`src/rtl/output_serializer_if.sv`:
```
// Stream interface for output_serializer: block input side and beat output side.
interface output_serializer_if #(
  parameter int unsigned BLOCK_W = 128,
  parameter int unsigned OUT_W   = 8,
  parameter int unsigned DEPTH   = 2
);
  localparam int unsigned CNT_W = $clog2(DEPTH + 1);

  logic               in_valid;
  logic               in_ready;
  logic [BLOCK_W-1:0] in_data;
  logic [OUT_W-1:0]   out_data;
  logic               out_valid;
  logic               out_ready;
  logic               out_last;
  logic               block_done;
  logic [CNT_W-1:0]   fifo_count;

  modport master (
    output in_valid, in_data, out_ready,
    input  in_ready, out_data, out_valid, out_last, block_done, fifo_count
  );

  modport slave (
    input  in_valid, in_data, out_ready,
    output in_ready, out_data, out_valid, out_last, block_done, fifo_count
  );
endinterface

```
`src/rtl/output_serializer.sv`:
```
// Buffers whole cipher blocks in a small FIFO and emits them as OUT_W-bit
// beats over a valid/ready stream, with last-beat marker and done pulse.
module output_serializer #(
  parameter int unsigned BLOCK_W   = 128,
  parameter int unsigned OUT_W     = 8,
  parameter int unsigned DEPTH     = 2,
  parameter bit          LSB_FIRST = 1'b0
) (
  input  logic               clk,
  input  logic               rst_,
  output_serializer_if.slave bus
);
  localparam int unsigned BEATS  = BLOCK_W / OUT_W;
  localparam int unsigned BEAT_W = (BEATS > 1) ? $clog2(BEATS) : 1;
  localparam int unsigned PTR_W  = (DEPTH > 1) ? $clog2(DEPTH) : 1;
  localparam int unsigned CNT_W  = $clog2(DEPTH + 1);
  localparam logic [BEAT_W-1:0] LAST_BEAT = BEAT_W'(BEATS - 1);
  localparam logic [CNT_W-1:0]  FULL      = CNT_W'(DEPTH);
  localparam bit                ONE_BEAT  = (BEATS == 1);

  typedef enum logic {IDLE, SHIFT} state_t;

  state_t             state;
  logic [BLOCK_W-1:0] mem [DEPTH];
  logic [PTR_W-1:0]   wr_ptr;
  logic [PTR_W-1:0]   rd_ptr;
  logic [CNT_W-1:0]   count;
  logic [CNT_W-1:0]   count_next;
  logic               in_ready_q;
  logic [BLOCK_W-1:0] shifter;
  logic [BLOCK_W-1:0] shift_next;
  logic [BEAT_W-1:0]  beat;
  logic [BEAT_W-1:0]  beat_next;
  logic               out_valid_q;
  logic               out_last_q;
  logic               block_done_q;
  logic               push;
  logic               pop;
  logic               hs_last;

  function automatic logic [PTR_W-1:0] ptr_inc(input logic [PTR_W-1:0] p);
    return (p == PTR_W'(DEPTH - 1)) ? '0 : p + PTR_W'(1);
  endfunction

  // Handshake decode; the next block pops on the final-beat edge so there is no bubble.
  always_comb begin
    push       = bus.in_valid && in_ready_q;
    hs_last    = (state == SHIFT) && bus.out_ready && (beat == LAST_BEAT);
    pop        = (count != '0) && ((state == IDLE) || hs_last);
    count_next = count;
    if (push && !pop)      count_next = count + CNT_W'(1);
    else if (!push && pop) count_next = count - CNT_W'(1);
    beat_next  = beat + BEAT_W'(1);
    shift_next = LSB_FIRST ? (shifter >> OUT_W) : (shifter << OUT_W);
  end

  always_ff @(posedge clk) begin
    if (rst_) begin
      state        <= IDLE;
      wr_ptr       <= '0;
      rd_ptr       <= '0;
      count        <= '0;
      in_ready_q   <= 1'b1;
      shifter      <= '0;
      beat         <= '0;
      out_valid_q  <= 1'b0;
      out_last_q   <= 1'b0;
      block_done_q <= 1'b0;
    end else begin
      block_done_q <= 1'b0;
      if (push) begin
        mem[wr_ptr] <= bus.in_data;
        wr_ptr      <= ptr_inc(wr_ptr);
      end
      if (pop) rd_ptr <= ptr_inc(rd_ptr);
      count      <= count_next;
      in_ready_q <= (count_next != FULL);

      case (state)
        IDLE: begin
          if (pop) begin
            shifter     <= mem[rd_ptr];
            beat        <= '0;
            state       <= SHIFT;
            out_valid_q <= 1'b1;
            out_last_q  <= ONE_BEAT;
          end
        end
        SHIFT: begin
          if (bus.out_ready) begin
            if (hs_last) begin
              block_done_q <= 1'b1;
              if (pop) begin
                shifter    <= mem[rd_ptr];
                beat       <= '0;
                out_last_q <= ONE_BEAT;
              end else begin
                // Clearing the shifter keeps out_data at zero while idle.
                shifter     <= '0;
                beat        <= '0;
                state       <= IDLE;
                out_valid_q <= 1'b0;
                out_last_q  <= 1'b0;
              end
            end else begin
              shifter    <= shift_next;
              beat       <= beat_next;
              out_last_q <= (beat_next == LAST_BEAT);
            end
          end
        end
        default: state <= IDLE;
      endcase
    end
  end

  assign bus.in_ready   = in_ready_q;
  assign bus.fifo_count = count;
  assign bus.out_valid  = out_valid_q;
  assign bus.out_last   = out_last_q;
  assign bus.block_done = block_done_q;
  assign bus.out_data   = LSB_FIRST ? shifter[OUT_W-1:0] : shifter[BLOCK_W-1 -: OUT_W];
endmodule

```
`src/flat_wrapper.sv`:
```
// flat-port wrapper written by rule: the top's interface ports become plain ports
module output_serializer_flat 
#(
  parameter int unsigned BLOCK_W   = 128,
  parameter int unsigned OUT_W     = 8,
  parameter int unsigned DEPTH     = 2,
  parameter bit          LSB_FIRST = 1'b0
)
  (clk, rst_, bus_in_valid, bus_in_data, bus_out_ready, bus_in_ready, bus_out_data, bus_out_valid, bus_out_last, bus_block_done, bus_fifo_count);
  output_serializer_if #(.BLOCK_W(BLOCK_W), .OUT_W(OUT_W), .DEPTH(DEPTH)) bus_i ();
  input  logic clk;
  input  logic rst_;
  input wire logic [$bits(bus_i.in_valid)-1:0] bus_in_valid;
  input wire logic [$bits(bus_i.in_data)-1:0] bus_in_data;
  input wire logic [$bits(bus_i.out_ready)-1:0] bus_out_ready;
  output wire logic [$bits(bus_i.in_ready)-1:0] bus_in_ready;
  output wire logic [$bits(bus_i.out_data)-1:0] bus_out_data;
  output wire logic [$bits(bus_i.out_valid)-1:0] bus_out_valid;
  output wire logic [$bits(bus_i.out_last)-1:0] bus_out_last;
  output wire logic [$bits(bus_i.block_done)-1:0] bus_block_done;
  output wire logic [$bits(bus_i.fifo_count)-1:0] bus_fifo_count;
  assign bus_i.in_valid = bus_in_valid;
  assign bus_i.in_data = bus_in_data;
  assign bus_i.out_ready = bus_out_ready;
  assign bus_in_ready = bus_i.in_ready;
  assign bus_out_data = bus_i.out_data;
  assign bus_out_valid = bus_i.out_valid;
  assign bus_out_last = bus_i.out_last;
  assign bus_block_done = bus_i.block_done;
  assign bus_fifo_count = bus_i.fifo_count;
  output_serializer #(.BLOCK_W(BLOCK_W), .OUT_W(OUT_W), .DEPTH(DEPTH), .LSB_FIRST(LSB_FIRST)) u_core (.clk(clk), .rst_(rst_), .bus(bus_i));
endmodule
```
`config.mk`:
```
export PLATFORM = sky130hd
export DESIGN_NAME = output_serializer_flat
export DESIGN_NICKNAME = d
export VERILOG_FILES = /design/src/rtl/output_serializer_if.sv /design/src/rtl/output_serializer.sv /design/src/flat_wrapper.sv
export SDC_FILE = /design/constraint.sdc
export NUM_CORES = 1
export LEC_CHECK = 0
export CORE_UTILIZATION = 50
export DETAILED_ROUTE_END_ITERATION = 10
export PLACE_DENSITY = 0.71
export SLEW_MARGIN = 20
export SYNTH_ARGS = -nofsm -noshare
export SYNTH_HDL_FRONTEND = slang
export SYNTH_SLANG_ARGS = --single-unit
```
`constraint.sdc`:
```
create_clock -name clk -period 14.1 [get_ports clk]
set_input_delay 1.41 -clock clk [delete_from_list [all_inputs] [get_ports clk]]
set_output_delay 1.41 -clock clk [all_outputs]
set_load 0.05 [all_outputs]
```
==> results of run 1 <==
==> cell families (layout without fill, tap and decap cells) <==
logic type	after synthesis	in the layout	synth area share (%)
XOR/XNOR	5	5	0.273
multiplexers	97	97	6.82
AND/OR/NAND/NOR	294	294	8.89
flip-flops	398	398	65.7
buffers and inverters	104	238	3.79
adder cells (fa/ha/maj)	3	3	0.234
AO/OA/AOI/OAI	211	211	14.3
==> worst min-delay path by stage <==
| stage | endpoint | slack (ps) | cells past startpoint |
|---|---|---|---|
| 6_report | u_core.shifter[20] | 450 | 2 |
| 5_1_grt | u_core.shifter[20] | 480 | 2 |
| 4_1_cts | u_core.shifter[20] | 460 | 2 |
| 3_5_place_dp | u_core.shifter[20] | 440 | 2 |
| 3_3_place_gp | u_core.shifter[27] | 440 | 2 |
| 2_1_floorplan | u_core.shifter[19] | 430 | 2 |
==> cells in the final DEF, fill, tap and decap left out, types with 3 or more instances in the layout <==
cell | Yosys | layout
nand2b_1 | 3 | 3
clkdlybuf4s50_1 | 0 | 144
a211oi_2 | 20 | 20
a221oi_1 | 14 | 14
nor3_2 | 10 | 11
nor2b_1 | 39 | 39
nor2_1 | 101 | 101
dfxtp_1 | 142 | 141
a311oi_1 | 3 | 3
mux2_2 | 97 | 97
clkbuf_16 | 0 | 44
xnor2_1 | 4 | 4
inv_1 | 4 | 4
a21oi_1 | 38 | 37
clkbuf_8 | 0 | 5
clkinv_2 | 0 | 5
o31ai_2 | 20 | 20
a221oi_2 | 76 | 76
nand2_1 | 41 | 40
o31ai_1 | 12 | 12
nor3_1 | 81 | 80
clkbuf_1 | 29 | 13
o2bb2ai_1 | 8 | 8
a211oi_1 | 11 | 11
ha_1 | 3 | 3
clkinv_1 | 0 | 6
buf_4 | 12 | 13
nand3_1 | 10 | 10
edfxtp_1 | 256 | 256
==> worst register-to-register path: stages, from the launching register on <==
cell and delay [ps]:
dfxtp_1 420, inv_1 90, ha_1 340, nand2b_1 520
and2_4 910, nand2b_1 500, buf_4 360, o31ai_1 280
==> registers in the layout, indices dropped and copies added, names as in the netlist, named ones only <==
signal                 flops
u_core.rd_ptr              1
u_core.bus.out_valid       1
u_core.wr_ptr              1
u_core.bus.fifo_count      2
u_core.beat                4
u_core.bus.block_done      1
u_core.state               1
u_core.shifter           128
u_core.mem               256
u_core.bus.in_ready        1
u_core.bus.out_last        1
==> cell type report <==
class | instances | area [sq um] | share of cell area (%)
inverter | 4 | 15.0 | 0.0797
timing repair buffer | 158 | 1550 | 8.22
clock inverter | 14 | 95.1 | 0.505
clock buffer | 62 | 1220 | 6.47
multi-input combinational | 610 | 4930 | 26.2
tap | 402 | 503 | 2.67
sequential | 398 | 10500 | 55.9
==> power by group <==
part / internal (mW) / switching (mW)
sequential: 1.48 / 0.159
clock: 0.616 / 0.427
combinational: 0.432 / 0.646
total: 2.53 / 1.23
==> per-layer routing <==
metal,global-route usage (%),part of all wire [%]
met1,27.2,45
met2,31.3,48
met3,3.04,4.6
met4,4.47,1.8
met5,0,0
==> results.md, run 1 <==
- Worst R2R Setup Slack: ~11000 ps
- HP Class: reg2reg
- Share of layout cells above drive strength 1: roughly a quarter
- Endpoints failing setup: 0
- Post-synth cell types: 45
- Crit. path cell count: 6
- R2R Path Start: u_core.bus.fifo_count[0]
- Synth area leader: edfxtp_1
- Final worst slack: approximately 10000 ps
- Initial DRC count: about 620
- GRT overflow: 0
- RSZ-0062 raised after global routing: no
- Synth area leaders: edfxtp_1 (48%), dfxtp_1 (18%), a221oi_2 (7.1%), mux2_2 (6.8%), nor3_1 (2.5%)
- Final WL: 31800 um
- Die X: approximately 180 um
- Placed Cells: 1572
- Syn nets: roughly 1.2k
- Hold WS: roughly 450 ps
- Post-route ant nets: 0
- Layout Nets: ~1.3k
- H-tree depth: 2
- Crit-path max FO: 90
- Yosys reg bits: 398
- Fillers: 2427
- Final Hold Fails: 0
- Sink Count: 398
- Critical Path Sink Type: register
- Hold_buf cts: 0
- Number of vias per cell: 5.66
- CP dominant cell by count: nand2b_1
- Worst Path Buf+Inv: 2
- Run status: complete, no violations
- R2R depth: 7
- LEAKAGE: 6.34 nW
- Main synth FF type: edfxtp_1
- Finished Layout Cells: 1648
- Req. time, crit path: 14520 ps
- CTS resizes: 0
- Final core occ: between 50% and 60%
- Max-Cap Viols: 0
- Cell Area, Synth: 16000 sq um
- Register area share after synthesis: 65.7%
- F_max: 0.243 GHz
- Initial Utilization: 50.8%
- Final min period: 4120 ps
- Worst slew pin tran: 1060 ps
- # diodes: 0
- Pwr/cell area: 200 nW/um^2
- Port Buf Inserts: 145
- Die area: 32800 sq um
- Die H: 181 um
- Syn-to-layout area delta: 17.6%
- Synthesis Warnings: 0
- Ports: between 100 and 150
- Setup WS pre-CTS: 9470 ps
- TNS Setup: 0 ps
- Final Total Pwr: 3.76 mW
- DRC Markers: 0
- CP Cell Sequence: clkdlybuf4s50_1, nand2b_1, and2_4, nand2b_1, buf_4, o31ai_1
- CTS tree: built
- Reg-to-Reg End: u_core.shifter[8]
- Clock Skews: ~18 ps
- Largest net degree at the start of global routing: just over 100
- Core area: approximately 32000 sq um
- Worst Setup EP: u_core.shifter[8]
- Avg WL per Cell: 19.3 um
- Clock tree buffer depth: 3
- Total Routing Usage GR: 19.2%
- Number of global-route vias before repair: 9185
- GP Congestion: 0.750
- Syn Area/Cell: 14.4 sq um
- CTS Buf Count: ~40
- Skew-Pair Late Insertion Delay: 520 ps
- Hpwl dp: ~19000 um
- Worst-path cell with the longest stage delay: and2_4
- CP max stage delay: 890 ps
- Commonest cells in the netlist: edfxtp_1 (256), dfxtp_1 (142), nor2_1 (101)
- Clk slew on worst S/H paths: 60 ps
- Delay-heaviest family, CP: simple AND/OR/NAND/NOR gates
- Most common cell in the synthesized netlist: edfxtp_1
- Initial antenna violation count: 0
- Post-route cell area: approximately 19000 sq um
- DP Area: between 15000 and 20000 sq um
- Share of the synthesized area in the top cell type: ~48%
- Clock root buffer: clkbuf_16
- Post-CTS Setup Bufs: 0
- CP Launch Point: bus_out_ready
- Max VDD drop: 112 uV
- First drt pass iteration count: 5
- Relative slew margins: 29.1%
- Syn Inst Count: 1112
- Final period utilization: 29.2%
- CP arrival: 4550 ps
- Kind of critical path: in2reg
- # rows: 65
- Vias: 9328
- Beginning of the worst hold path: u_core.shifter[20]
- Worst setup SP type: primary input
- Post-synth EDFFs: 256
- Post-synthesis async set-or-reset flop share: 0%
- First-pass GRT wire length: 49800 um
- Slew Limit Fails: 0
Note: power is estimated with default switching activity, not from simulation.
==> run 2, diff against run 1 <==
==> constraint.sdc (replaced) <==
create_clock -name clk -period 4.2 [get_ports clk]
set_input_delay 0.42 -clock clk [delete_from_list [all_inputs] [get_ports clk]]
set_output_delay 0.42 -clock clk [all_outputs]
set_load 0.05 [all_outputs]
==> run 2 against run 1 <==
  * First-iteration DRC count rose by 0.64%
  * Die area did not move
  * Combinational power rose to 3.4 times the previous value
  * Clock power rose to 3.4 times the previous value
  * Critical path type is now reg2reg
  * Clock skew fell by 10 ps
  * Critical endpoint is now u_core.shifter[45]
  * Total power rose to 3.4 times the previous value
==> results.md, run 2 (same netlist as run 1, synthesis figures left out) <==
- Delay-heaviest family, CP: simple AND/OR/NAND/NOR gates (unchanged)
- Post-CTS Setup Bufs: 0 (unchanged)
- Skew-Pair Late Insertion Delay: 510 ps (was 520 ps)
- GRT overflow: 0 (unchanged)
- Run status: complete, no violations (unchanged)
- Biggest regs: u_core.mem x256, u_core.shifter x128, u_core.beat x4 (unchanged)
- Kind of critical path: reg2reg (was in2reg)
- Worst slew pin tran: 1080 ps (was 1060 ps)
- Reg-to-Reg End: u_core.shifter[45] (was u_core.shifter[8])
- Hold Path End: u_core.bus.block_done (was u_core.shifter[20])
- HP Class: in2reg (was reg2reg)
- Syn-to-layout area delta: 18.0% (was 17.6%)
- # diodes: 0 (unchanged)
- Final core occ: 59.9% (was 59.7%)
- Clock Skews: 7.79 ps (was 17.9 ps)
- Post-route ant nets: 0 (unchanged)
- Worst Hold Depth: 2 (unchanged)
- Final min period: 2850 ps
- Req. time, crit path: 4630 ps (was 14520 ps)
- Die H: 181 um (unchanged)
- Vias: 9314 (was 9328)
- Layout Nets: 1355 (was 1348)
- Avg WL per Cell: 19.5 um (was 19.3 um)
- R2R Path Start: u_core.bus.fifo_count[0] (unchanged)
- Port Buf Inserts: 145 (unchanged)
- Worst-path cell with the longest stage delay: buf_4 (was and2_4)
- Critical Path Sink Type: register (unchanged)
- Pwr/cell area: 672 nW/um^2 (was 200 nW/um^2)
- Final Total Pwr: 12.7 mW (was 3.76 mW)
- GP Congestion: 0.759 (was 0.750)
- Share of layout cells above drive strength 1: 25.0% (was 24.5%)
- Max FFs per register: 256 (unchanged)
- Slew Limit Fails: 0 (unchanged)
- DRC Markers: 0 (unchanged)
- First drt pass iteration count: 5 (unchanged)
- Die area: 32800 sq um (unchanged)
- Crit-path max FO: 42 (was 90)
- RSZ-0062 raised after global routing: no (unchanged)
- Most frequent cells in the layout: edfxtp_1 (256), clkdlybuf4s50_1 (144), dfxtp_1 (140), nor2_1 (101), mux2_2 (97) (was edfxtp_1 (256), clkdlybuf4s50_1 (144), dfxtp_1 (141), nor2_1 (101), mux2_2 (97))
- Number of global-route vias before repair: 9263 (was 9185)
- Finished Layout Cells: 1652 (was 1648)
- F_max: 0.351 GHz
- Final period utilization: roughly two thirds
- Final WL: 32200 um (was 31800 um)
- R2R depth: 7 (unchanged)
- CP arrival: 3280 ps (was 4550 ps)
- # rows: 65 (unchanged)
- Ports: 146 (unchanged)
- LEAKAGE: 6.37 nW (was 6.34 nW)
- Relative slew margins: 27.9% (was 29.1%)
- CTS tree: built (unchanged)
- Initial antenna violation count: 0 (unchanged)
- Largest net degree at the start of global routing: 75 (was 103)
- Clock tree buffer depth: 3 (unchanged)
- Clock root buffer: clkbuf_16 (unchanged)
- Sink Count: 398 (unchanged)
- Worst R2R Setup Slack: 1350 ps (was 10580 ps)
- Endpoints failing setup: 0 (unchanged)
- CP Cell Sequence: inv_1, ha_1, nand2b_1, nand2_4, buf_4, a221oi_1, nor3_1 (was clkdlybuf4s50_1, nand2b_1, and2_4, nand2b_1, buf_4, o31ai_1)
- Worst Path Buf+Inv: 2 (unchanged)
- CP max stage delay: 600 ps (was 890 ps)
- Largest register by flop count: u_core.mem (unchanged)
- Beginning of the worst hold path: rst_ (was u_core.shifter[20])
- Number of vias per cell: 5.64 (was 5.66)
- Hold_buf cts: 0 (unchanged)
- Clk slew on worst S/H paths: 60 ps (about the same)
- Initial Utilization: 50.8% (unchanged)
- H-tree depth: 2 (unchanged)
- First-pass GRT wire length: 50800 um (was 49800 um)
- CTS resizes: 0 (unchanged)
- Initial DRC count: 626 (was 622)
- Hpwl dp: 19700 um (was 19400 um)
- Core area: 31600 sq um (unchanged)
- CTS Buf Count: 40 (was 41)
- Placed Cells: 1580 (was 1572)
- Max VDD drop: 458 uV (was 112 uV)
- Max-Cap Viols: 0 (unchanged)
- Worst setup SP type: register (was primary input)
- Final Hold Fails: 0 (unchanged)
- Total Routing Usage GR: 19.6% (was 19.2%)
- Commonest non-fill, non-tap cell in the layout: edfxtp_1 (unchanged)
- Die X: 181 um (unchanged)
-- run 2: cell count changes in the layout (fill, tap and decap cells not counted), sizes merged --
cell    delta
buf        +8
bufinv     +3
clkbuf     -2
clkinv     -3
inv        -2
-- run 2: final cells by class --
cell class	instances	area (sq um)
inverter	4	15.0
fill	2422	12600
clock inverter	12	155
tap	402	503
sequential	398	10500
timing repair buffer	166	1620
multi-input combinational	610	4940
clock buffer	60	1150
-- run 2: power breakdown --
group | internal [mW] | switching (mW)
clock network | 2.13 | 1.39
logic | 1.46 | 2.20
registers | 4.98 | 0.549
total | 8.57 | 4.14
-- run 2: metal layers --
metal  vias up  track usage (%)  wire, um
met5         -                0         0
met4         0             5.15       552
met1      4582             28.1     14900
met3        45             3.33      1570
li1       4467                -         -
met2       220             31.1     15200
-- run 2: how the worst max path moves through the flow --
| stage | start | endpoint | cells past startpoint |
|---|---|---|---|
| after floorplan | rst_ | u_core.mem[1][0] | 3 |
| after global placement | bus_out_ready | u_core.shifter[22] | 6 |
| after detailed placement | bus_out_ready | u_core.shifter[21] | 6 |
| after CTS | u_core.bus.fifo_count[0] | u_core.shifter[45] | 7 |
| after global routing | u_core.bus.fifo_count[0] | u_core.shifter[54] | 7 |
| final | u_core.bus.fifo_count[0] | u_core.shifter[45] | 7 |
-- run 2: stage by stage --
stage	hold slack, ps	setup slack [ps]	area [sq um]	setup TNS (ps)
2_1_floorplan	425	-169	16100	-37320
3_3_place_gp	437	1300	17600	0
3_5_place_dp	441	1240	17600	0
4_1_cts	412	1350	18900	0
5_1_grt	444	1070	18900	0
6_report	411	1350	18900	0
==> run 3, diff against run 2 <==
==> constraint.sdc (replaced) <==
create_clock -name clk -period 2.87 [get_ports clk]
set_input_delay 0.287 -clock clk [delete_from_list [all_inputs] [get_ports clk]]
set_output_delay 0.287 -clock clk [all_outputs]
set_load 0.05 [all_outputs]
==> run 3 against run 2 <==
  * Critical path depth grew 1
  * Cell count grew 0.30%
  * Core utilization grew 0.17 points
  * Count of clock-buffer cells in the layout shrank 3
  * Register-to-register slack lost 720 ps
  * Critical endpoint is now u_core.shifter[38]
  * Non-clock buffer count grew 5
==> results.md, run 3 (same netlist as run 1, synthesis figures left out) <==
- Skew-Pair Late Insertion Delay: 530 ps (was 510 ps)
- CP Cell Sequence: inv_1, ha_1, nand2b_1, buf_4, and2_4, nand2b_1, buf_4, o31ai_2 (was inv_1, ha_1, nand2b_1, nand2_4, buf_4, a221oi_1, nor3_1)
- Sink Count: 398 (unchanged)
- First drt pass iteration count: 5 (unchanged)
- Setup WS pre-CTS: 628 ps (was 1240 ps)
- Final core occ: 60.1% (was 59.9%)
- Beginning of the worst hold path: rst_ (unchanged)
- Final period utilization: 78.1% (was 67.9%)
- CP max stage delay: 410 ps (was 600 ps)
- R2R Path Start: u_core.bus.fifo_count[0] (unchanged)
- Post-route ant nets: 0 (unchanged)
- Post-CTS Setup Bufs: 0 (unchanged)
- Number of vias per cell: 5.70 (was 5.64)
- Total Routing Usage GR: 19.9% (was 19.6%)
- Avg WL per Cell: 19.5 um (about the same)
- GRT overflow: 0 (unchanged)
- Crit-path max FO: 31 (was 42)
- Critical Path Sink Type: register (unchanged)
- Hold WS: 184 ps (was 411 ps)
- CTS tree: built (unchanged)
- CP arrival: 2670 ps (was 3280 ps)
- Largest register by flop count: u_core.mem (unchanged)
- # rows: 65 (unchanged)
- RSZ-0062 raised after global routing: no (unchanged)
- F_max: 0.446 GHz (was 0.351 GHz)
- FF/Latch Area: 10500 sq um (unchanged)
- Commonest non-fill, non-tap cell in the layout: edfxtp_1 (unchanged)
- First-pass GRT wire length: 52000 um (was 50800 um)
- Biggest regs: u_core.mem x256, u_core.shifter x128, u_core.beat x4 (unchanged)
- Worst setup SP type: register (unchanged)
- Most frequent cells in the layout: edfxtp_1 (256), clkdlybuf4s50_1 (144), dfxtp_1 (140), nor2_1 (101), mux2_2 (97) (unchanged)
- Clock root buffer: clkbuf_16 (unchanged)
- Worst slew pin tran: 603 ps (was 1080 ps)
- Final Hold Fails: 0 (unchanged)
- Initial DRC count: 740 (was 626)
- HP Class: in2reg (unchanged)
- GP Congestion: 0.755 (was 0.759)
- Hpwl dp: 20100 um (was 19700 um)
- Finished Layout Cells: 1657 (was 1652)
- Relative slew margins: 59.8% (was 27.9%)
- Worst-path cell with the longest stage delay: dfxtp_1 (was buf_4)
- Die X: 181 um (unchanged)
- # diodes: 0 (unchanged)
- Largest net degree at the start of global routing: 78 (was 75)
- CTS Buf Count: 40 (unchanged)
- Clk slew on worst S/H paths: 60 ps (about the same)
- Die area: 32800 sq um (unchanged)
- Run status: complete, no violations (unchanged)
- Clock tree buffer depth: 3 (unchanged)
- Core area: 31600 sq um (unchanged)
- Port Buf Inserts: 145 (unchanged)
- Max-Cap Viols: 0 (unchanged)
- Share of layout cells above drive strength 1: 25.2% (was 25.0%)
- Req. time, crit path: 3300 ps (was 4630 ps)
- Worst Path Buf+Inv: 3 (was 2)
- Kind of critical path: reg2reg (unchanged)
- Vias: 9442 (was 9314)
- Ports: 146 (unchanged)
- Delay-heaviest family, CP: buffers and inverters (was simple AND/OR/NAND/NOR gates)
- DRC Markers: 0 (unchanged)
- Clock Skews: 25.0 ps (was 7.79 ps)
- Layout Nets: 1360 (was 1355)
- Final worst slack: 628 ps (was 1350 ps)
- Final min period: 2240 ps (was 2850 ps)
- Placed Cells: 1585 (was 1580)
- Die H: 181 um (unchanged)
- Number of global-route vias before repair: 9562 (was 9263)
- Pwr/cell area: 967 nW/um^2 (was 672 nW/um^2)
- Fillers: 2434 (was 2422)
- LEAKAGE: 6.39 nW (was 6.37 nW)
- Max VDD drop: 576 uV (was 458 uV)
- Endpoints failing setup: 0 (unchanged)
- Syn-to-layout area delta: 18.4% (was 18.0%)
- Max FFs per register: 256 (unchanged)
- H-tree depth: 2 (unchanged)
- Final WL: 32300 um (was 32200 um)
- Initial Utilization: 50.8% (unchanged)
- Area of the multi-input gates: 4940 sq um (about the same)
- Initial antenna violation count: 0 (unchanged)
- CTS resizes: 0 (unchanged)
- Final Total Pwr: 18.3 mW (was 12.7 mW)
- Slew Limit Fails: 0 (unchanged)
- CP Launch Point: u_core.bus.fifo_count[0] (unchanged)
- Hold_buf cts: 0 (unchanged)
[run 3: report_power, final]
part | total, mW | switching, mW | internal (mW)
clock | 4.74 | 2.05 | 2.69
sequential | 8.06 | 0.776 | 7.29
combinational | 5.54 | 3.27 | 2.27
[run 3: path summary, 6_finish.rpt]
path,cells past startpoint,to,slack (ps)
max,8,u_core.shifter[38],630
min,2,u_core.shifter[5],180
max reg2reg,8,u_core.shifter[38],630
min reg2reg,2,u_core.shifter[23],450
[run 3: per-layer routing]
metal	wire length, um	vias to the layer above	global-route usage, %
met2	15100	234	30.9
li1	-	4478	-
met5	0	-	0
met1	15000	4677	29.4
met3	1530	53	2.90
met4	675	0	5.39
[run 3: layout make-up]
class,instances,area share [%]
flip-flops and latches,398,55.5
multi-input cells,610,26.0
repair buffers,171,9.39
clock buffers,57,5.82
well taps,402,2.65
clock inverters,15,0.462
inverters,4,0.0791
[run 3: worst reg2reg max path, cell delays in order, from the launching register on]
cell and delay [ps]:
dfxtp_1 410, inv_1 80, ha_1 330, nand2b_1 160
buf_4 200, and2_4 280, nand2b_1 80, buf_4 260
o31ai_2 340
[run 3: through the flow]
step                      cell area, sq um  setup TNS, ps
final                                19000              0
after global routing                 19000              0
after CTS                            19000              0
after detailed placement             17800              0
after global placement               17800              0
after floorplan                      16100        -349530
